===== config.mk =====
export PLATFORM = sky130hd
export DESIGN_NAME = alu_bitserial_seq
export DESIGN_NICKNAME = d
export VERILOG_FILES = /design/src/rtl/alu_bitserial_seq.sv
export SDC_FILE = /design/constraint.sdc
export NUM_CORES = 1
export LEC_CHECK = 0
export BUFFER_PORTS_ARGS = -buffer_cell sky130_fd_sc_hd__buf_2
export CORE_MARGIN = 2
export CORE_UTILIZATION = 55
export DETAILED_ROUTE_END_ITERATION = 7
export PLACE_DENSITY = 0.87
export SLEW_MARGIN = 10
export SYNTH_ARGS = -nofsm -noshare
export SYNTH_HDL_FRONTEND = slang
export SYNTH_SLANG_ARGS = --single-unit

===== constraint.sdc =====
create_clock -name Clock -period 2.1 [get_ports Clock]
set_clock_uncertainty 0.05 [all_clocks]
set_input_delay 0 -clock Clock [delete_from_list [all_inputs] [get_ports Clock]]
set_output_delay 0 -clock Clock [all_outputs]
set_load 0.01 [all_outputs]

===== src/rtl/alu_bitserial_seq.sv =====
// ---------------------------------------------------------------------------
// alu_bitserial_seq
//   Bit-serial ALU sequencer. Two WIDTH-bit operands are latched on the
//   accepting edge. One bit per clock is then processed, LSB first, through
//   a 1-bit logic/adder slice with a carry flip-flop. The full result and
//   its flags are published on the completion edge.
//
//   Ports
//     Clock    : system clock, rising edge
//     Reset    : asynchronous reset, active low
//     Start    : request, sampled only when Busy=0 (IDLE or DONE)
//     ALUOp    : 00 ADD, 01 SUB (A-B), 10 XOR, 11 AND
//     A, B     : operands, sampled on the accepting edge
//     Busy     : high while RUN is in progress
//     Done     : one-cycle pulse; Result and flags are valid
//     Result   : last completed result, held until the next completion
//     Zero     : Result == 0
//     Carry    : ADD carry-out; SUB not-borrow (A >= B unsigned); else 0
//     Overflow : signed overflow for ADD/SUB, else 0
//                (present only when ALU_BITSERIAL_OVERFLOW_EN is defined)
//
//   Configuration macro: ALU_BITSERIAL_OVERFLOW_EN
//   CNT_W must satisfy 2**CNT_W >= WIDTH. The counter never wraps because
//   RUN exits at WIDTH-1.
// ---------------------------------------------------------------------------

// One bit of the datapath. SUB reuses the adder: b is inverted here, and the
// carry FF is preset to 1 at load time.
module alu_bit_slice (
  input  logic       a,
  input  logic       b,
  input  logic       c,
  input  logic [1:0] op,
  output logic       r,
  output logic       c_out
);
  logic bi;

  always_comb begin
    bi    = (op == 2'b01) ? ~b : b;
    r     = 1'b0;
    c_out = c;
    case (op)
      2'b00, 2'b01: begin
        r     = a ^ bi ^ c;
        c_out = (a & bi) | (a & c) | (bi & c);
      end
      2'b10:   r = a ^ b;
      default: r = a & b;
    endcase
  end
endmodule

module alu_bitserial_seq #(
  parameter int WIDTH = 24,
  parameter int CNT_W = 5
) (
  input  logic             Clock,
  input  logic             Reset,
  input  logic             Start,
  input  logic [1:0]       ALUOp,
  input  logic [WIDTH-1:0] A,
  input  logic [WIDTH-1:0] B,
  output logic             Busy,
  output logic             Done,
  output logic [WIDTH-1:0] Result,
  output logic             Zero,
  output logic             Carry
`ifdef ALU_BITSERIAL_OVERFLOW_EN
  ,
  output logic             Overflow
`endif
);
  localparam logic [1:0] S_IDLE = 2'd0;
  localparam logic [1:0] S_RUN  = 2'd1;
  localparam logic [1:0] S_DONE = 2'd2;

  localparam logic [1:0] OP_SUB = 2'b01;

  logic [1:0]       state;
  logic [CNT_W-1:0] cnt;
  logic [WIDTH-1:0] sa, sb, sr;
  logic [WIDTH-1:0] sr_next;
  logic [1:0]       op;
  logic             cy;
  logic             bit_r, bit_c;
  logic             last, arith;

  alu_bit_slice u_slice (
    .a     (sa[0]),
    .b     (sb[0]),
    .c     (cy),
    .op    (op),
    .r     (bit_r),
    .c_out (bit_c)
  );

  // The result bit enters at the MSB. After WIDTH shifts, bit 0 of the
  // operation sits at bit 0 of SR.
  assign sr_next = {bit_r, sr[WIDTH-1:1]};
  assign last    = (cnt == CNT_W'(WIDTH - 1));
  assign arith   = ~op[1];

  assign Busy = (state == S_RUN);
  assign Done = (state == S_DONE);

  always_ff @(posedge Clock or negedge Reset) begin
    if (!Reset) begin
      state  <= S_IDLE;
      cnt    <= '0;
      sa     <= '0;
      sb     <= '0;
      sr     <= '0;
      op     <= 2'b00;
      cy     <= 1'b0;
      Result <= '0;
      Zero   <= 1'b0;
      Carry  <= 1'b0;
`ifdef ALU_BITSERIAL_OVERFLOW_EN
      Overflow <= 1'b0;
`endif
    end else begin
      case (state)
        // DONE accepts Start exactly like IDLE. This gives back-to-back
        // operation with no idle cycle in between.
        S_IDLE, S_DONE: begin
          if (Start) begin
            sa    <= A;
            sb    <= B;
            sr    <= '0;
            op    <= ALUOp;
            cy    <= (ALUOp == OP_SUB);
            cnt   <= '0;
            state <= S_RUN;
          end else begin
            state <= S_IDLE;
          end
        end
        S_RUN: begin
          sa  <= sa >> 1;
          sb  <= sb >> 1;
          sr  <= sr_next;
          cnt <= cnt + CNT_W'(1);
          if (arith) cy <= bit_c;
          if (last) begin
            Result <= sr_next;
            Zero   <= (sr_next == '0);
            Carry  <= arith & bit_c;
`ifdef ALU_BITSERIAL_OVERFLOW_EN
            // cy still holds the carry into the MSB on this edge.
            Overflow <= arith & (cy ^ bit_c);
`endif
            state  <= S_DONE;
          end
        end
        default: state <= S_IDLE;
      endcase
    end
  end
endmodule


# == Word level (Yosys, flattened, before mapping) ==
# Cells that the tools add are included.
# totals
ff_bits,108
latch_bits,0
ram_bits,0
romBits,0
output_inout_bits,28
wordCells,59
n_memories,0
# op_classes
addsub,1
multipliers,0
div,0
n_lt_le_gt_ge,0
eq_ne,9
n_shift,0
mux,17
bitwise,12
reduce_logical,10
# ops
operator,n
$pmux 24 s2,3
$mux 24,3
$logic_not 24->1,1
$pmux 5 s2,1
$eq 2x1->1 const B,3
$reduce_and 2->1,3
$add 5x1->5 const B,1
$and 1x1->1,5
$eq 5x5->1 const B,1
$mux 1,5
$mux 5,1
$eq 2x2->1 const B,2
$logic_not 2->1,2
$ne 2x2->1 const B,2
$pmux 1 s2,2
$pmux 2 s2,1
$reduce_or 2->1,2
$reduce_and 3->1,1
$xor 1x1->1,3
$mux 2,1
$ne 2x1->1 const B,1
$not 1->1,2
$or 1x1->1,2
$reduce_bool 2->1,1

# == Depth between registers and ports, before layout ==
# Gate-level depths: netlist (run 1).
# depth
depth_word,8
depth_mapped,7

# == By module ==
# A second synthesis (run 1) with hierarchy kept.
# unflattened
hier_cells,380
hier_area_um2,4608.2
# modules_own_cells
mod,instances,cells_per_inst,area_each_um2
alu_bitserial_seq,1,370,4521.8
alu_bit_slice,1,10,86.3

# == Worst setup path before layout (run 1) ==
# OpenSTA, ideal clock, no wires.
# synth_timing
path_kind,reg2reg
startpoint,reg op[1]
endpoint,reg Result[23]
arrival_ns,1.592
path_slack_ns,0.334
path_stages_with_launch,8
n_path_buf,0
period_less_slack_ns,1.766
cell_sequence,dfrtp_1 > inv_1 > nand2_1 > xnor2_1 > fa_1 > nand2b_1 > o21ai_0 > mux2_2
# synth_via
elab_chain_cells,5
elab_cells_between_ends,8
cone_classes,2 x eq/ne; 2 x mux; 2 x bitwise; 2 x reduce/logical
# synth_lines
element,line,source
start: declaration,84,logic [1:0] op;
start signal: assignment,131,op <= ALUOp;
$eq 2x1->1,"40, 43",
$mux 1,40,bi = (op == 2'b01) ? ~b : b;
$xor 1x1->1 (2 in a row),45,r = a ^ bi ^ c;
$pmux 1 s2 (*),43,case (op)
end signal: assignment,146,Result <= sr_next;
end: declaration,66,"output logic [WIDTH-1:0] Result,"
# Mark *: on every way between the ends. The rest lies on a longest branch, timed or not.
# A chain may end at the register's enable or synchronous reset.

# == Worst setup path in the final report (run 1) ==
# Same ends and word-level chain as after synthesis.

==> out/qor.csv, run 1 <==
stage,metric,value,unit
run_status,status,completed,
global_routing,largest net degree at the start of global routing,40,
global_routing,initial antenna violation count,0,
clock_tree,CTS H-tree lvls,3,
sta,Fin. Hold Viols,0,
die,die area,9100,um^2
die,Boundary Pins,81,
worst_setup_path,crit path max fanout,6,
synthesis,Ys Warns,0,
synthesis,synthesized flop and latch total,107,
cells_and_area,nets@finish,558,
placement,DP Area,5050,um^2
run,Max Cap Viol,0,
route,vias per cell,5.89,
power_and_ir_drop,leak pwr,0.00287,uW
sta,fmax,0.498,GHz
die,Starting Density,0.562,
route,Detailed Routing Iterations Pass 1,5,
sta,minimum clock period,2.01,ns
worst_setup_path,r2r setup slk,0.09,ns
clock_tree,Clock Sinks,107,
route,DRT iter0 DRCs,226,
sta,worst rel slew slack,0.567,
power_and_ir_drop,switch share,0.370,
synthesis,syn_area_per_cell,12.2,um^2
global_routing,global-route usage over all layers,0.255,
cells_and_area,final non-filler cell area,5750,um^2
clock_tree,CTS tree,done,
placement,Buffers on Ports,80,
global_routing,first-pass GRT wire length,17.7,mm
die,FP Rows,33,
die,height of the die,95.4,um
worst_setup_path,RR Endpoint,Result[23]$_DFFE_PN0P_,
worst_setup_path,crit path capture type,register,
die,Die X,95.4,um
sta,Final setup viols,0,
synthesis,number of synthesized flops with an enable pin,0,
worst_setup_path,CP Launch Type,register,
power_and_ir_drop,Comb power frac,0.374,
power_and_ir_drop,power per cell area,1320,nW/um^2
sta,Slew @ Worst Pin,0.648,ns
placement,Post-Place Cells,545,
power_and_ir_drop,peak supply drop,0.702,mV
cells_and_area,layout cells sized above 1,0.273,
synthesis,async set-reset flop share out of synthesis,1.00,
route,drc violations,0,
route,Routed Antenna Nets,0,
sta,crit share post-route,0.955,
route,routed len/inst,17.8,um
global_routing,Overflow after GRT,0,
worst_setup_path,arrival time worst endpoint,2.20,ns
power_and_ir_drop,internal power,4770,uW
clock_tree,TritonCTS buffer count,9,
worst_setup_path,FF-to-FF Start,op[1]$_DFFE_PN0P_,
worst_setup_path,R2R depth,7,
cells_and_area,"commonest non-fill, non-tap cell in the layout",dfrtp_1,
global_routing,vias in the first global route,3591,
placement,Placer Congestion,0.811,
cells_and_area,most frequent cells in the layout,"dfrtp_1, buf_2, nand2_1",
placement,HPWL Detailed,6.52,mm
clock_tree,Skew-Pair Late Insertion Delay,0.36,ns
sta,TNS Setup,0,ns
sta,setup repair after global routing missed its margin,no,
cells_and_area,non-filler instance count after layout,612,
power_and_ir_drop,Clock power frac,0.155,
hold_path,Hold Path Class,in -> async,
synthesis,syn_nets,434,
sta,Final Max Tran Viols,0,
clock_tree,CTS Root Cell,clkbuf_8,
synthesis,cells after synthesis,378,
power_and_ir_drop,Switching Power,2800,uW
synthesis,Synth Flop Type,dfrtp_1,
clock_tree,CTS max path bufs,2,
synthesis,Synth cell types,37,
power_and_ir_drop,share of power burned in registers,0.471,
route,DRT Wirelength,10.9,mm
worst_setup_path,critical path class,reg -> reg,
synthesis,Post-Syn Area,4590,um^2
worst_setup_path,worst path required time,2.30,ns
die,core area,8180,um^2
synthesis,register area share after synthesis,0.583,
clock_tree,Post-CTS Setup Repair Bufs,0,
cells_and_area,Syn-to-layout area delta,25.1,%
route,vias,3607,
clock_tree,"Reg clk slew, reported paths",0.09,ns
critical path: stages (launching register included):
cell,delay (ns)
dfrtp_1,0.42
inv_2,0.12
nand2_1,0.09
xnor2_1,0.19
fa_1,0.48
nand2b_1,0.12
o21ai_0,0.13
mux2_2,0.30
metal layers:
metal,global-route usage,share of wire,vias to the layer above
met1,0.353,0.43,1825
met2,0.407,0.50,138
li1,-,-,1622
met3,0.0403,0.050,22
met4,0.105,0.024,0
met5,0,0,-
area by class of cell:
type / instances / area [um^2]
flip-flops and latches: 107 / 2680
clock inverters: 1 / 7.51
diodes: 1 / 2.50
multi-input cells: 238 / 1710
fillers: 545 / 2430
repair buffers: 143 / 1030
inverters: 3 / 13.8
well taps: 105 / 131
clock buffers: 14 / 173
power groups by stage:
stage               sequential (uW)  clock, uW  combinational [uW]
floorplan                      3460          0                2010
global placement               3500          0                2540
detailed placement             3550          0                2700
CTS                            3540       1190                2810
global route                   3660       1270                3120
finish                         3570       1170                2830
per-stage QoR:
| stage | worst slack, ns | power [uW] | hold WS [ns] | utilization |
|---|---|---|---|---|
| 2_1_floorplan | 0.334 | 5470 | -0.346 | - |
| 3_3_place_gp | 0.278 | 6040 | -0.0595 | 0.618 |
| 3_5_place_dp | 0.132 | 6250 | -0.0506 | 0.618 |
| 4_1_cts | 0.0454 | 7530 | 0.0984 | 0.703 |
| 5_1_grt | 0.0330 | 8060 | 0.140 | 0.703 |
| 6_report | 0.0939 | 7570 | 0.0793 | 0.703 |
cells in the mapped netlist (2+ instances only):
cell type	n	area share
dfrtp_1	107	0.58
nand2_1	54	0.044
a22oi_1	46	0.075
nand3_1	46	0.050
a22o_1	27	0.051
mux2_4	18	0.059
buf_2	10	0.011
clkbuf_1	8	0.0065
mux2_2	6	0.015
buf_6	5	0.012
mux2i_1	5	0.011
nor4_1	5	0.0068
o21ai_0	4	0.0044
buf_1	3	0.0025
nand2b_1	3	0.0041
nand4_1	3	0.0041
nor2b_1	3	0.0041
buf_12	2	0.0087
buf_4	2	0.0033
ha_1	2	0.0054
inv_1	2	0.0016
xnor2_1	2	0.0038
how the worst max path moves through the flow:
| stage | from | to | slack, ns | cells after the start |
|---|---|---|---|---|
| 2_1_floorplan | op[1]$_DFFE_PN0P_ | Result[23]$_DFFE_PN0P_ | 0.33 | 7 |
| 3_3_place_gp | op[1]$_DFFE_PN0P_ | Result[23]$_DFFE_PN0P_ | 0.28 | 7 |
| 3_5_place_dp | op[1]$_DFFE_PN0P_ | Result[23]$_DFFE_PN0P_ | 0.13 | 7 |
| 4_1_cts | op[1]$_DFFE_PN0P_ | Result[23]$_DFFE_PN0P_ | 0.05 | 7 |
| 5_1_grt | op[1]$_DFFE_PN0P_ | Result[23]$_DFFE_PN0P_ | 0.03 | 7 |
| 6_report | op[1]$_DFFE_PN0P_ | Result[23]$_DFFE_PN0P_ | 0.09 | 7 |
state kept, by name, indices dropped and copies added (netlist names):
| register | cells |
|---|---|
| cnt | 5 |
| op | 2 |
| cy | 1 |
| state | 2 |
| Carry | 1 |
| Zero | 1 |
| Result | 24 |
| sr | 23 |
| sa | 24 |
| sb | 24 |
kinds of logic (layout without fill, tap and decap cells):
logic type,after synthesis,count (layout),share of synthesized area
flops,107,107,0.583
xor+xnor,2,2,0.00381
compound gates,83,83,0.141
fa+ha+maj,3,3,0.00980
simple gates,121,121,0.131
mux,29,29,0.0844
other cells,0,1,0
buf+inv,33,161,0.0471
repair_timing:
action / CTS / global route
endpoints found under the setup margin: 0 / 1
resized for setup: 0 / 1
hold buffers: 51 / 0
endpoints found under the hold margin: 87 / 0
Note: power is estimated with default switching activity, not from simulation.
==> run 2, diff against run 1 <==
--- a/config.mk
+++ b/config.mk
@@ -5,11 +5,12 @@
 export SDC_FILE = /design/constraint.sdc
 export NUM_CORES = 1
 export LEC_CHECK = 0
+export ABC_CLOCK_PERIOD_IN_PS = 1800
 export BUFFER_PORTS_ARGS = -buffer_cell sky130_fd_sc_hd__buf_2
 export CORE_MARGIN = 2
-export CORE_UTILIZATION = 55
+export CORE_UTILIZATION = 50
 export DETAILED_ROUTE_END_ITERATION = 7
-export PLACE_DENSITY = 0.87
+export PLACE_DENSITY = 0.83
 export SLEW_MARGIN = 10
 export SYNTH_ARGS = -nofsm -noshare
 export SYNTH_HDL_FRONTEND = slang
==> constraint.sdc (replaced) <==
create_clock -name Clock -period 1.8 [get_ports Clock]
set_clock_uncertainty 0.05 [all_clocks]
set_input_delay 0 -clock Clock [delete_from_list [all_inputs] [get_ports Clock]]
set_output_delay 0 -clock Clock [all_outputs]
set_load 0.01 [all_outputs]
==> out/qor.csv, run 2 (synthesis gave the netlist of run 1 again) <==
stage,metric,value,unit
global_routing,initial antenna violation count,0,
cells_and_area,"commonest non-fill, non-tap cell in the layout",dfrtp_1,
global_routing,first-pass GRT wire length,17.7,mm
sta,setup repair after global routing missed its margin,yes,
cells_and_area,fin util,0.663,
power_and_ir_drop,peak supply drop,0.823,mV
cells_and_area,area of the multi-input gates,1720,um^2
global_routing,vias in the first global route,3617,
global_routing,global-route usage over all layers,0.225,
die,die area,9970,um^2
sta,minimum clock period,1.79,ns
power_and_ir_drop,switch share,0.374,
placement,Placer Congestion,0.781,
clock_tree,Post-CTS Setup Repair Bufs,0,
worst_setup_path,crit path capture type,register,
sta,Final setup viols,0,
worst_setup_path,crit path max fanout,3,
placement,dpl ws,-0.0188,ns
cells_and_area,n_diodes,0,
global_routing,met1 GRT Util,0.298,
worst_setup_path,arrival time worst endpoint,2.00,ns
worst_setup_path,CP Launch Type,register,
placement,Buffers on Ports,80,
die,core area,8810,um^2
sta,fmax,0.560,GHz
power_and_ir_drop,Comb power frac,0.372,
cells_and_area,biggest regs,"Result (24), sa (24), sb (24)",
cells_and_area,Syn-to-layout area delta,27.0,%
clock_tree,Skew-Pair Late Insertion Delay,0.38,ns
sta,Slew @ Worst Pin,0.606,ns
cells_and_area,Fillers,623,
global_routing,GR Layer Usage met3,0.0292,
sta,Final Max Tran Viols,0,
route,vias,3535,
die,height of the die,99.9,um
hold_path,Hold Path Class,in -> async,
clock_tree,Clock Sinks,107,
clock_tree,CTS H-tree lvls,3,
power_and_ir_drop,Clock power frac,0.171,
placement,DP Area,5110,um^2
route,DRT iter0 DRCs,249,
route,drc violations,0,
sta,setup ws final,0.0139,ns
power_and_ir_drop,power per cell area,1560,nW/um^2
die,Boundary Pins,81,
power_and_ir_drop,Switching Power,3390,uW
route,Detailed Routing Iterations Pass 1,5,
run,Max Cap Viol,0,
global_routing,Overflow after GRT,0,
cells_and_area,nets@finish,560,
route,Routed Antenna Nets,0,
die,Starting Density,0.522,
cells_and_area,sequential cell area,2680,um^2
cells_and_area,layout cells sized above 1,0.285,
power_and_ir_drop,leak pwr,0.00292,uW
run_status,status,completed,
die,Die X,99.9,um
worst_setup_path,critical path class,reg -> reg,
power_and_ir_drop,internal power,5690,uW
die,FP Rows,34,
sta,Fin. Hold Viols,0,
placement,HPWL Detailed,6.56,mm
route,DRT Wirelength,10.9,mm
cells_and_area,most frequent cells in the layout,"dfrtp_1, buf_2, nand2_1",
clock_tree,CTS max path bufs,2,
clock_tree,TritonCTS buffer count,9,
clock_tree,CTS tree,done,
clock_tree,CTS Root Cell,clkbuf_8,
sta,WHS,0.0170,ns
sta,worst rel slew slack,0.595,
power_and_ir_drop,share of power burned in registers,0.457,
cells_and_area,final non-filler cell area,5840,um^2
placement,Post-Place Cells,550,
worst_setup_path,worst path required time,2.01,ns
cells_and_area,non-filler instance count after layout,617,
global_routing,layer carrying the most global-route usage,met2,
clock_tree,"Reg clk slew, reported paths",0.11,ns
global_routing,largest net degree at the start of global routing,55,
global_routing,grt met2 use,0.365,
sta,crit share post-route,0.992,
route,vias per cell,5.73,
route,routed len/inst,17.7,um
## run 2: critical path, stage by stage, from the launching register on
cell      delay (ns)
dfrtp_1         0.42
inv_2           0.08
nand2_2         0.06
xnor2_2         0.14
fa_1            0.49
nand2b_1        0.10
o21ai_1         0.08
mux2_2          0.27
## run 2: stage by stage
step                      setup TNS, ns  power [uW]
after floorplan                       0        6380
after global placement                0        7120
after detailed placement        -0.0188        7370
after CTS                             0        9050
after global routing             -0.200        9670
final                                 0        9080
## run 2: layout make-up
type | instances | share of cell area
flip-flops and latches | 107 | 0.459
multi-input cells | 238 | 0.295
repair buffers | 145 | 0.185
well taps | 108 | 0.0232
clock buffers | 9 | 0.0212
clock inverters | 7 | 0.0139
inverters | 3 | 0.00236
## run 2: power by group through the flow
| stage | combinational (uW) | clock (uW) | sequential (uW) |
|---|---|---|---|
| detailed placement | 3230 | 0 | 4140 |
| floorplan | 2350 | 0 | 4040 |
| global placement | 3050 | 0 | 4070 |
| global route | 3750 | 1670 | 4260 |
| CTS | 3370 | 1570 | 4110 |
| finish | 3380 | 1550 | 4150 |
## run 2: what timing repair did
| item | 4_1_cts | 5_1_grt |
|---|---|---|
| pin swaps | 1 | 0 |
| endpoints found under the setup margin | 1 | 3 |
| hold buffers | 51 | 0 |
| hold endpoints to repair | 158 | 0 |
| resized for setup | 3 | 1 |
## run 2: routing by layer
metal,routed length [um],vias to the layer above,part of all wire
met1,4530,1741,0.42
li1,-,1636,-
met3,494,36,0.045
met5,0,-,0
met2,5500,122,0.50
met4,382,0,0.035
## run 2: worst paths after layout
check	cells after the start	to	from	slack (ns)
setup / recovery	7	Result[23]$_DFFE_PN0P_	op[1]$_DFFE_PN0P_	0.01
hold / removal	2	sr[7]$_DFFE_PN0P_	Reset	0.02
setup reg to reg	7	Result[23]$_DFFE_PN0P_	op[1]$_DFFE_PN0P_	0.01
hold reg to reg	2	sa[5]$_DFFE_PN0P_	sa[5]$_DFFE_PN0P_	0.46
max in group asynchronous	3	Result[18]$_DFFE_PN0P_	Reset	1.03
min in group Clock	4	sa[4]$_DFFE_PN0P_	Start	0.11
==> run 3, diff against run 2 <==
--- a/config.mk
+++ b/config.mk
@@ -7,6 +7,7 @@
 export LEC_CHECK = 0
 export ABC_CLOCK_PERIOD_IN_PS = 1800
 export BUFFER_PORTS_ARGS = -buffer_cell sky130_fd_sc_hd__buf_2
+export CORE_ASPECT_RATIO = 0.8
 export CORE_MARGIN = 2
 export CORE_UTILIZATION = 50
 export DETAILED_ROUTE_END_ITERATION = 7
==> out/qor.csv, run 3 (synthesis gave the netlist of run 1 again) <==
stage,metric,value,unit
placement,Buffers on Ports,80,
die,FP Rows,31,
placement,HPWL Detailed,6.37,mm
route,vias per cell,5.56,
sta,Fin. Hold Viols,0,
global_routing,largest net degree at the start of global routing,46,
clock_tree,CTS H-tree lvls,3,
sta,Final Max Tran Viols,0,
cells_and_area,non-filler instance count after layout,628,
run,Max Cap Viol,0,
route,Detailed Routing Iterations Pass 1,4,
global_routing,first-pass GRT wire length,17.2,mm
cells_and_area,layout cells sized above 1,0.290,
power_and_ir_drop,Clock power frac,0.223,
route,DRT Wirelength,10.1,mm
cells_and_area,sequential cell area,2680,um^2
cells_and_area,most frequent cells in the layout,"dfrtp_1, buf_2, nand2_1",
die,core area,9000,um^2
clock_tree,Clock Sinks,107,
route,vias,3491,
power_and_ir_drop,peak supply drop,0.731,mV
sta,TNS Setup,0,ns
clock_tree,CTS tree,done,
sta,crit share post-route,0.982,
sta,worst rel slew slack,0.586,
die,Starting Density,0.511,
worst_setup_path,r2r setup slk,0.03,ns
worst_setup_path,CP Launch Type,register,
power_and_ir_drop,Switching Power,3270,uW
route,Routed Antenna Nets,0,
worst_setup_path,RR Endpoint,Zero$_DFFE_PN0P_,
die,height of the die,89.7,um
cells_and_area,"commonest non-fill, non-tap cell in the layout",dfrtp_1,
clock_tree,CTS max path bufs,2,
sta,setup repair after global routing missed its margin,yes,
worst_setup_path,arrival time worst endpoint,1.96,ns
power_and_ir_drop,internal power,6390,uW
cells_and_area,biggest regs,"Result (24), sa (24), sb (24)",
die,Boundary Pins,81,
cells_and_area,area of the multi-input gates,1730,um^2
worst_setup_path,FF-to-FF Start,op[1]$_DFFE_PN0P_,
power_and_ir_drop,power per cell area,1610,nW/um^2
cells_and_area,n_diodes,0,
sta,Slew @ Worst Pin,0.619,ns
route,DRT iter0 DRCs,238,
die,die area,9980,um^2
clock_tree,Skew-Pair Late Insertion Delay,0.33,ns
cells_and_area,nets@finish,564,
worst_setup_path,crit path capture type,register,
worst_setup_path,crit path max fanout,3,
worst_setup_path,worst path required time,1.99,ns
cells_and_area,Syn-to-layout area delta,30.9,%
sta,fmax,0.566,GHz
hold_path,Hold Path Class,in -> async,
route,drc violations,0,
cells_and_area,Fillers,644,
clock_tree,"Reg clk slew, reported paths",0.07,ns
worst_setup_path,critical path class,reg -> reg,
global_routing,global-route usage over all layers,0.211,
die,Die X,111,um
power_and_ir_drop,Comb power frac,0.351,
sta,minimum clock period,1.77,ns
placement,Post-Place Cells,560,
sta,Final setup viols,0,
worst_setup_path,R2R depth,7,
global_routing,Overflow after GRT,0,
cells_and_area,fin util,0.669,
route,routed len/inst,16.2,um
power_and_ir_drop,leak pwr,0.00300,uW
clock_tree,TritonCTS buffer count,9,
placement,Placer Congestion,0.777,
run_status,status,completed,
power_and_ir_drop,share of power burned in registers,0.426,
global_routing,initial antenna violation count,0,
power_and_ir_drop,switch share,0.338,
clock_tree,CTS Root Cell,clkbuf_16,
global_routing,vias in the first global route,3551,
[run 3: cell types whose count changed in the layout (fill, tap and decap cells not counted), sizes merged]
cell	previous run	this run
buf	94	98
bufinv	1	2
clkbuf	9	13
inv	8	3
[run 3: per-stage QoR]
| step | hold WS [ns] | total power, uW | area [um^2] | worst slack [ns] |
|---|---|---|---|---|
| after CTS | 0.0819 | 9660 | 6000 | 0.00597 |
| after detailed placement | -0.100 | 7360 | 5140 | -0.0755 |
| after floorplan | -0.346 | 6380 | 4590 | 0.0336 |
| after global placement | -0.107 | 7140 | 5140 | 0.0501 |
| final | 0.0858 | 9660 | 6020 | 0.0326 |
| after global routing | 0.117 | 10300 | 6020 | -0.0231 |
[run 3: worst max path at each step]
stage | start | to | slack, ns
6_report | op[1]$_DFFE_PN0P_ | Zero$_DFFE_PN0P_ | 0.03
4_1_cts | op[1]$_DFFE_PN0P_ | Result[23]$_DFFE_PN0P_ | 0.006
5_1_grt | op[1]$_DFFE_PN0P_ | Zero$_DFFE_PN0P_ | -0.02
2_1_floorplan | op[1]$_DFFE_PN0P_ | Result[23]$_DFFE_PN0P_ | 0.03
3_3_place_gp | op[1]$_DFFE_PN0P_ | Result[23]$_DFFE_PN0P_ | 0.05
3_5_place_dp | op[1]$_DFFE_PN0P_ | Result[23]$_DFFE_PN0P_ | -0.08
[run 3: critical path, cell delays in order, from the launching register on]
cell	delay, ns
dfrtp_1	0.40
inv_2	0.07
nand2_2	0.06
xnor2_2	0.16
fa_1	0.44
nand2b_1	0.13
o2111ai_1	0.14
o31ai_1	0.22
[run 3: power groups by stage]
| stage | combinational [uW] | sequential, uW | clock, uW |
|---|---|---|---|
| final | 3390 | 4120 | 2150 |
| after detailed placement | 3240 | 4120 | 0 |
| after global routing | 3760 | 4210 | 2320 |
| after global placement | 3070 | 4070 | 0 |
| after floorplan | 2350 | 4040 | 0 |
| after CTS | 3360 | 4100 | 2200 |
[run 3: layout make-up]
type / instances / area share
flip-flops and latches: 107 / 0.445
multi-input cells: 238 / 0.288
repair buffers: 149 / 0.185
clock buffers: 13 / 0.0449
well taps: 115 / 0.0239
clock inverters: 3 / 0.0114
inverters: 3 / 0.00229
[run 3: what timing repair did]
action | in CTS | in global routing
resized for setup | 4 | 2
endpoints found under the setup margin | 2 | 2
hold buffers | 51 | 0
pin swaps | 2 | 2
setup buffers | 0 | 1
endpoints found under the hold margin | 158 | 0
[run 3: routing by layer]
| metal | up-vias | track usage | share of wire |
|---|---|---|---|
| met2 | 91 | 0.334 | 0.48 |
| met5 | - | 0 | 0 |
| li1 | 1636 | - | - |
| met1 | 1753 | 0.301 | 0.47 |
| met4 | 0 | 0.0597 | 0.012 |
| met3 | 11 | 0.0425 | 0.041 |
